`src/rtl/nebula_vc_buffer.sv`:
```
// Multi-VC show-ahead input buffer: NUM_VCS FIFOs share one storage array and
// return one credit per popped flit. Optional sticky error status: NEBULA_VCBUF_ERR_STATUS_EN.
module nebula_vc_buffer #(
   parameter int NUM_VCS    = 4,
   parameter int DATA_WIDTH = 64,
   parameter int DEPTH      = 4,
   parameter int AF_THRESH  = DEPTH - 1,
   localparam int VW = $clog2(NUM_VCS),
   localparam int PW = $clog2(DEPTH),
   localparam int CW = $clog2(DEPTH + 1)
) (
   input  logic                      clk,
   input  logic                      rst,
   input  logic                      wr_en,
   input  logic [VW-1:0]             wr_vc,
   input  logic [DATA_WIDTH-1:0]     wr_data,
   output logic                      wr_accept,
   input  logic                      rd_en,
   input  logic [VW-1:0]             rd_vc,
   output logic [DATA_WIDTH-1:0]     rd_data,
   output logic                      rd_valid,
   output logic [NUM_VCS-1:0]        vc_empty,
   output logic [NUM_VCS-1:0]        vc_full,
   output logic [NUM_VCS-1:0]        vc_almost_full,
   output logic [NUM_VCS*CW-1:0]     vc_count,
   output logic [NUM_VCS-1:0]        credit_rtn,
   input  logic                      err_clr,
   output logic [NUM_VCS-1:0]        err_ovf,
   output logic [NUM_VCS-1:0]        err_udf
);

   localparam int AW = $clog2(NUM_VCS * DEPTH);

   typedef logic [PW-1:0] ptr_t;
   typedef logic [CW-1:0] cnt_t;
   typedef logic [AW-1:0] addr_t;

   localparam ptr_t PTR_LAST = ptr_t'(DEPTH - 1);
   localparam cnt_t CNT_FULL = cnt_t'(DEPTH);
   localparam cnt_t CNT_AF   = cnt_t'(AF_THRESH);

   ptr_t wr_ptr_q [NUM_VCS];
   ptr_t wr_ptr_d [NUM_VCS];
   ptr_t rd_ptr_q [NUM_VCS];
   ptr_t rd_ptr_d [NUM_VCS];
   cnt_t count_q  [NUM_VCS];
   cnt_t count_d  [NUM_VCS];

   logic [NUM_VCS-1:0]    credit_q;
   logic [DATA_WIDTH-1:0] mem_q [NUM_VCS*DEPTH];

   logic [NUM_VCS-1:0] wr_sel, rd_sel, wr_acc, rd_acc;
   addr_t              wr_addr, rd_addr;

   function automatic ptr_t ptr_inc(input ptr_t p);
      return (p == PTR_LAST) ? '0 : p + ptr_t'(1);
   endfunction

   function automatic addr_t slot(input int v, input ptr_t p);
      return addr_t'(v * DEPTH) + addr_t'(p);
   endfunction

   // Out-of-range VC indices match no select bit, so they are ignored naturally.
   always_comb begin
      wr_sel         = '0;
      rd_sel         = '0;
      vc_empty       = '0;
      vc_full        = '0;
      vc_almost_full = '0;
      vc_count       = '0;
      for (int v = 0; v < NUM_VCS; v++) begin
         wr_sel[v]               = wr_en && (wr_vc == VW'(v));
         rd_sel[v]               = rd_vc == VW'(v);
         vc_empty[v]             = count_q[v] == '0;
         vc_full[v]              = count_q[v] == CNT_FULL;
         vc_almost_full[v]       = count_q[v] >= CNT_AF;
         vc_count[v*CW +: CW]    = count_q[v];
      end
   end

   // A full VC still takes a write when the same VC is popped this cycle;
   // an empty VC never bypasses a same-cycle write to the read side.
   always_comb begin
      rd_acc = '0;
      wr_acc = '0;
      for (int v = 0; v < NUM_VCS; v++) begin
         rd_acc[v] = rd_en && rd_sel[v] && !vc_empty[v];
         wr_acc[v] = wr_sel[v] && (!vc_full[v] || rd_acc[v]);
      end
   end

   assign wr_accept = |wr_acc;
   assign rd_valid  = |(rd_sel & ~vc_empty);

   always_comb begin
      wr_addr = '0;
      rd_addr = '0;
      for (int v = 0; v < NUM_VCS; v++) begin
         if (wr_sel[v]) wr_addr = slot(v, wr_ptr_q[v]);
         if (rd_sel[v]) rd_addr = slot(v, rd_ptr_q[v]);
      end
   end

   assign rd_data = rd_valid ? mem_q[rd_addr] : '0;

   always_comb begin
      for (int v = 0; v < NUM_VCS; v++) begin
         wr_ptr_d[v] = wr_acc[v] ? ptr_inc(wr_ptr_q[v]) : wr_ptr_q[v];
         rd_ptr_d[v] = rd_acc[v] ? ptr_inc(rd_ptr_q[v]) : rd_ptr_q[v];
         case ({wr_acc[v], rd_acc[v]})
            2'b10:   count_d[v] = count_q[v] + cnt_t'(1);
            2'b01:   count_d[v] = count_q[v] - cnt_t'(1);
            default: count_d[v] = count_q[v];
         endcase
      end
   end

   always_ff @(posedge clk or posedge rst) begin
      if (rst) begin
         for (int v = 0; v < NUM_VCS; v++) begin
            wr_ptr_q[v] <= '0;
            rd_ptr_q[v] <= '0;
            count_q[v]  <= '0;
         end
         credit_q <= '0;
      end else begin
         for (int v = 0; v < NUM_VCS; v++) begin
            wr_ptr_q[v] <= wr_ptr_d[v];
            rd_ptr_q[v] <= rd_ptr_d[v];
            count_q[v]  <= count_d[v];
         end
         credit_q <= rd_acc;
      end
   end

   // NOTE: storage has no reset; counts gate visibility, so stale data is never read.
   always_ff @(posedge clk) begin
      if (wr_accept) mem_q[wr_addr] <= wr_data;
   end

   assign credit_rtn = credit_q;

`ifdef NEBULA_VCBUF_ERR_STATUS_EN
   logic [NUM_VCS-1:0] err_ovf_q, err_ovf_d, err_udf_q, err_udf_d;

   // Clear first, then OR in new events so a same-cycle set wins.
   assign err_ovf_d = (err_clr ? '0 : err_ovf_q) | (wr_sel & ~wr_acc & vc_full);
   assign err_udf_d = (err_clr ? '0 : err_udf_q) | ({NUM_VCS{rd_en}} & rd_sel & vc_empty);

   always_ff @(posedge clk or posedge rst) begin
      if (rst) begin
         err_ovf_q <= '0;
         err_udf_q <= '0;
      end else begin
         err_ovf_q <= err_ovf_d;
         err_udf_q <= err_udf_d;
      end
   end

   assign err_ovf = err_ovf_q;
   assign err_udf = err_udf_q;
`else
   logic unused_err_clr;
   assign unused_err_clr = err_clr;
   assign err_ovf        = '0;
   assign err_udf        = '0;
`endif

endmodule

```
`config.mk`:
```
export PLATFORM = sky130hd
export DESIGN_NAME = nebula_vc_buffer
export DESIGN_NICKNAME = d
export VERILOG_FILES = /design/src/rtl/nebula_vc_buffer.sv
export SDC_FILE = /design/constraint.sdc
export NUM_CORES = 1
export LEC_CHECK = 0
export CAP_MARGIN = 20
export CORE_ASPECT_RATIO = 1.75
export CORE_UTILIZATION = 34
export CTS_CLUSTER_DIAMETER = 80
export DETAILED_ROUTE_END_ITERATION = 6
export SYNTH_ARGS = -nofsm -noshare
export SYNTH_HDL_FRONTEND = slang
export SYNTH_SLANG_ARGS = --single-unit
```
`constraint.sdc`:
```
create_clock -name clk -period 4.22 [get_ports clk]
set_input_delay 0.844 -clock clk [delete_from_list [all_inputs] [get_ports clk]]
set_output_delay 0.844 -clock clk [all_outputs]
set_load 0.1 [all_outputs]
```
Word-level counts from Yosys, hierarchy flattened
Memories as Yosys holds them, arrays and structs flattened.
Index checks and enable logic that the tools add are counted.
{"block": "totals", "elab_cells": 131, "n_memories": 1, "mem_bits_rw": 1024, "output_inout_bits": 102, "in_bits": 73, "regBits": 32}
{"block": "op_classes", "add_sub_neg": 22, "n_eq_ne": 26, "n_reduce_logical": 40, "muxes": 23, "bitwise_logic": 2, "n_lt_le_gt_ge": 4}
{"memory": "mem_q", "depth": 16, "width": 64, "rd": 1, "rd_clocked_by_memory_dff": 0, "wr": 1, "line": "50", "text": "logic [DATA_WIDTH-1:0] mem_q [NUM_VCS*DEPTH];"}
{"operator": "2-to-1 mux 64 bit", "n": 1}
{"operator": "== test 2 bit (second input constant)", "n": 16}
{"operator": "2-to-1 mux 4 bit", "n": 6}
{"operator": "case mux 3 bit (2 select lines)", "n": 4}
{"operator": "2-to-1 mux 2 bit", "n": 10}
{"operator": "adder 2 x 1 -> 2 bit (second input constant)", "n": 8}
{"operator": "logical AND 1 bit", "n": 16}
{"operator": "adder 3 x 1 -> 3 bit (second input constant)", "n": 4}
{"operator": "== test 2 x 1 -> 1 bit (second input constant)", "n": 6}
{"operator": "== test 3 bit (second input constant)", "n": 4}
{"operator": ">= comparator 3 x 2 -> 1 bit (second input constant)", "n": 4}
{"operator": "zero test 3 bit", "n": 4}
{"operator": "subtractor 3 x 1 -> 3 bit (second input constant)", "n": 4}
{"operator": "adder 3 x 2 -> 4 bit (first input constant)", "n": 2}
{"operator": "adder 3 x 3 -> 4 bit (first input constant)", "n": 2}
{"operator": "adder 4 x 2 -> 4 bit (first input constant)", "n": 2}
{"operator": "zero test 1 bit", "n": 8}
{"operator": "nonzero test 2 bit", "n": 4}
{"operator": "OR reduction 4 bit", "n": 2}
{"operator": "AND 4 bit", "n": 1}
{"operator": "zero test 2 bit", "n": 2}
{"operator": "logical OR 1 bit", "n": 4}
{"operator": "inverter 4 bit", "n": 1}
{"operator": "2-to-1 mux 1 bit", "n": 2}

Longest topological paths before layout
{"block": "logic_depth", "ltp_word": 8, "depth_mapped": 11, "ltp_nobuf": 9}

Worst setup path before layout
No wires, ideal clock.
{"block": "synth_timing", "path_kind": "input to output", "start": "in rd_vc[0]", "end": "out rd_data[0]", "path_buffers": 3, "required_time_ns": 3.376, "t_arrival_ns": 5.044, "slack_ns": -1.668, "path_stages": 7, "path_cell_list": "buf_6 -> mux4_2 -> buf_12 -> buf_12 -> mux2i_1 -> a22o_1 -> nor4_1"}
{"block": "synth_between", "elab_chain_cells": 7, "word_cells_on_any_way": 12, "classes_between": "3 x eq/ne; 5 x mux; 1 x bitwise; 2 x reduce/logical; 1 x memory"}
{"item": "from (decl)", "line": "19", "text": "input logic [VW-1:0] rd_vc,"}
{"item": "zero test 2 bit", "line": "73", "text": "rd_sel[v] = rd_vc == VW'(v);"}
{"item": "2-to-1 mux 2 bit", "line": "100", "text": "if (rd_sel[v]) rd_addr = slot(v, rd_ptr_q[v]);"}
{"item": "2-to-1 mux 4 bit (3 in a row)", "line": "100"}
{"item": "memory read (16 x 64 bit)"}
{"item": "2-to-1 mux 64 bit (*)", "line": "104", "text": "assign rd_data = rd_valid ? mem_q[rd_addr] : '0;"}
{"item": "to (decl)", "line": "20", "text": "output logic [DATA_WIDTH-1:0] rd_data,"}
Mark *: on every way between the ends. The rest lies on a longest branch, timed or not.

Final worst setup path
{"block": "layout_timing", "start": "reg rd_ptr_q[0] (netlist bit)", "end": "out rd_data[30]"}
{"block": "layout_between", "elab_chain_cells": 4}
{"item": "from (decl)", "line": "44", "text": "ptr_t rd_ptr_q [NUM_VCS];"}
{"item": "from (signal, indexed assignment)", "line": "129", "text": "rd_ptr_q[v] <= rd_ptr_d[v];"}
{"item": "adder 3 x 3 -> 4 bit", "line": "60", "text": "return addr_t'(v * DEPTH) + addr_t'(p);"}
{"item": "2-to-1 mux 4 bit", "line": "100"}
{"item": "memory read (16 x 64 bit)"}
{"item": "2-to-1 mux 64 bit", "line": "104"}
No other way between the ends.

==> flow_metrics.tcl <==
set metrics [dict create \
    synth_top_family_by_area "multiplexers" \
    irDropWorstVdd_mv 0.761 \
    setup_viol_count_final 0 \
    cts_sinks 1056 \
    num-fill-cells 11300 \
    drc 30 \
    syn_area_um2 44100 \
    antenna_found_initial 9 \
    overflow 0 \
    clock.fmax_mhz 237 \
    yosysMostFrequentCell "edfxtp_1" \
    rsz0062_at_grt "true" \
    status "finished with violations" \
    wl_per_cell_um 25.5 \
    hold_class "primary input to asynchronous set/reset pin" \
    synth_edf_count 1024 \
    synth-xor-area-share_pct 0.179 \
    final_antenna_net_count 0 \
    yosysTopAreaCell "edfxtp_1" \
    hpwl_um 64000 \
    finalWorstSetupSlack_ps 2.47 \
    grt_pass1_wl_um 169000 \
    cts_hold_buf 0 \
    cts_root_buffer "clkbuf_16" \
    min_period_ps 4220 \
    violations "design-rule violations" \
    synth_ff_type "edfxtp_1" \
    final_nets 2886 \
    cts_buffer_depth 3 \
    drive_above_1_share_pct 26.1 \
    io_pins 175 \
    clkTransAtPathRegs_ps 70 \
    crit_slowest_cell "mux4_4" \
    avgSynthCellArea_um2 17.2 \
    maxSlewViolCount 0 \
    critical-path-max-stage-delay_ps 760 \
    hold_violations 0 \
    start_util_pct 34.3 \
    dieHeight_um 479 \
    first_pass_iters 7 \
    critPathBufInv 4 \
    numPortBuffers 165 \
    vias 24700 \
    path_delay_family "multiplexers" \
    arrival_ps 3370 \
    synth-seq-cells 1056 \
    vias_per_cell 5.44 \
    core_area_um2 129000 \
    die_area_um2 131000 \
    synth_area_leaders "edfxtp_1 70%, mux2_2 6.9%, mux2i_1 4.5%" \
    grt_max_degree 114 \
    synthMuxAreaShare_pct 11.7 \
    maxCapViolCount 0 \
    cts_buffers 93 \
    crit_fanout 6 \
    path_common_cell "buf_16" \
    startpoint_type "flip-flop" \
    path_class "flip-flop to output port" \
    synth.top_cells.by_count "1024 x edfxtp_1, 270 x mux2_2, 199 x mux2i_1" \
    async_flop_share_pct 3.03 \
    synth-warning-count 0 \
    ys_types 44 \
    synth_compound_gate_area_share_pct 3.71 \
    synthCells 2564 \
    synth-simple-area-share_pct 9.98 \
    p_per_area_nw_per_um2 693 \
    required_ps 3380 \
    wirelength_um 116000 \
    clk_latency_ps 700 \
    fin_skew_ps 49.0 \
    first_iter_violations 1506 \
    design_area_um2 53300 \
    place_ws_ps 33.2 \
    seq_area_frac_synth_pct 71.5 \
    worstSetupEndpointType "output port" \
    holdWs_ps 334 \
    synthAdderAreaFrac_pct 0.437 \
    worstPathCellList "mux4_4 > buf_16 > buf_16 > mux2i_1 > a22o_1 > nor4_4 > buf_4 > buf_12" \
    grt_pass1_vias 25400 \
    relSlewSlack_pct 34.3 \
    rows 174 \
    grt.total_usage_pct 17.5 \
    tightest_slew_ps 983 \
    total_leakage_power_nw 17.8 \
    routabilityCongestion 0.743 \
    die-width_um 274 \
    post-route-period-util_pct 99.9 \
    area_delta_synth_final_pct 20.7 \
    htreeDepth 3 \
    yosys.area.top_type_share_pct 69.7 \
    place_area_um2 49800 \
    cts_tree "yes" \
]
[area by class of cell]
cell class / instances / area (um^2) / share of cell area, %
inverters: 18 / 67.6 / 0.127
well taps: 1672 / 2090 / 3.93
flip-flops and latches: 1056 / 31600 / 59.2
diodes: 6 / 15.0 / 0.0282
multi-input cells: 1290 / 12000 / 22.5
clock buffers: 111 / 2440 / 4.58
repair buffers: 341 / 4650 / 8.73
clock inverters: 54 / 454 / 0.853
[worst register-to-register path, stage by stage, from the launching register on]
cell      delay [ps]
dfrtp_1          420
or3_1            470
nand3_1          300
a2111o_1         220
buf_4            240
ha_1             220
inv_1             60
fa_1             370
xor2_1           150
nor2_1           100
xor2_1           150
[repair_timing]
item / CTS / global route
endpoints found under the setup margin: 56 / 43
setup buffers: 6 / 3
gates cloned: 9 / 0
resized for setup: 40 / 3
pin swaps: 59 / 21
[cells by family after synthesis]
group	after synthesis
mux	475
simple gates	578
buf+inv	225
fa+ha+maj	13
flops	1056
xor+xnor	9
other cells	1
compound gates	207
[sequential cells by signal, summed over array words and instances, names as in the netlist]
register	flops
rd_ptr_q	8
mem_q	1024
credit_rtn	4
vc_count	12
wr_ptr_q	8
[per-layer routing]
| layer | up-vias | share of wire [%] | GRT usage [%] |
|---|---|---|---|
| li1 | 10800 | - | - |
| met1 | 13100 | 39 | 20.6 |
| met4 | 2 | 3.5 | 7.21 |
| met5 | - | 0.0078 | 0 |
| met2 | 616 | 53 | 31.6 |
| met3 | 191 | 4.3 | 2.48 |
[cells in the final DEF (no fill, tap or decap), types with 4 or more instances in the layout]
| cell | synthesis | layout |
|---|---|---|
| edfxtp_1 | 1024 | 1024 |
| mux2_2 | 270 | 269 |
| mux2i_1 | 199 | 198 |
| nand2_1 | 135 | 133 |
| nor4bb_1 | 128 | 128 |
| nand4b_1 | 128 | 128 |
| buf_12 | 7 | 127 |
| buf_4 | 9 | 99 |
| clkdlybuf4s50_1 | 0 | 97 |
| clkbuf_16 | 0 | 95 |
| and3_1 | 66 | 65 |
| a22o_1 | 64 | 64 |
| o22ai_1 | 64 | 64 |
| o2111ai_1 | 64 | 64 |
| nor4_2 | 61 | 36 |
| nor4_4 | 0 | 28 |
| dfrtp_1 | 32 | 25 |
| inv_1 | 18 | 18 |
| clkinv_1 | 0 | 18 |
| clkinv_2 | 0 | 17 |
| nor2_4 | 0 | 16 |
| clkbuf_1 | 136 | 16 |
| nor2_1 | 28 | 12 |
| buf_16 | 0 | 11 |
| a21o_1 | 10 | 10 |
| ha_1 | 9 | 9 |
| conb_1 | 1 | 8 |
| diode_2 | 0 | 6 |
| nand3b_1 | 6 | 6 |
| bufinv_16 | 0 | 6 |
| dfrtp_2 | 0 | 6 |
| nand3_1 | 5 | 5 |
| xnor2_1 | 5 | 5 |
| clkinvlp_4 | 0 | 5 |
| or3_1 | 4 | 4 |
| xor2_1 | 4 | 4 |
| fa_1 | 4 | 4 |
| buf_6 | 8 | 4 |
[through the flow]
stage	cells	setup TNS [ps]	util, %	power, mW
2_1_floorplan	2571	-441590	-	22.4
3_3_place_gp	4360	0	38.7	28.1
3_5_place_dp	4360	0	38.7	28.2
4_1_cts	4540	-740	41.4	37.3
5_1_grt	4545	-649	41.4	38.1
6_report	4548	0	41.4	36.9
[path summary, 6_finish.rpt]
check	startpoint	endpoint	slack [ps]	depth (start not counted)
max	rd_ptr_q[0]	rd_data[30]	2	8
min	rst	credit_rtn[0]	330	2
max reg2reg	vc_count[0]	vc_count[2]	1460	10
min reg2reg	vc_count[8]	vc_count[8]	500	1
max in group asynchronous	rst	rd_ptr_q[2]	3290	4
min in group clk	vc_count[8]	vc_count[8]	500	1
[report_power, final]
group	leakage, nW	total (mW)	internal (mW)	switching, mW
Combinational	6.76	16.2	6.09	10.2
Sequential	9.63	12.4	12.0	0.332
Clock	1.41	8.28	4.49	3.79
Total	17.8	36.9	22.6	14.3
Power figures use the tool's default switching activity.
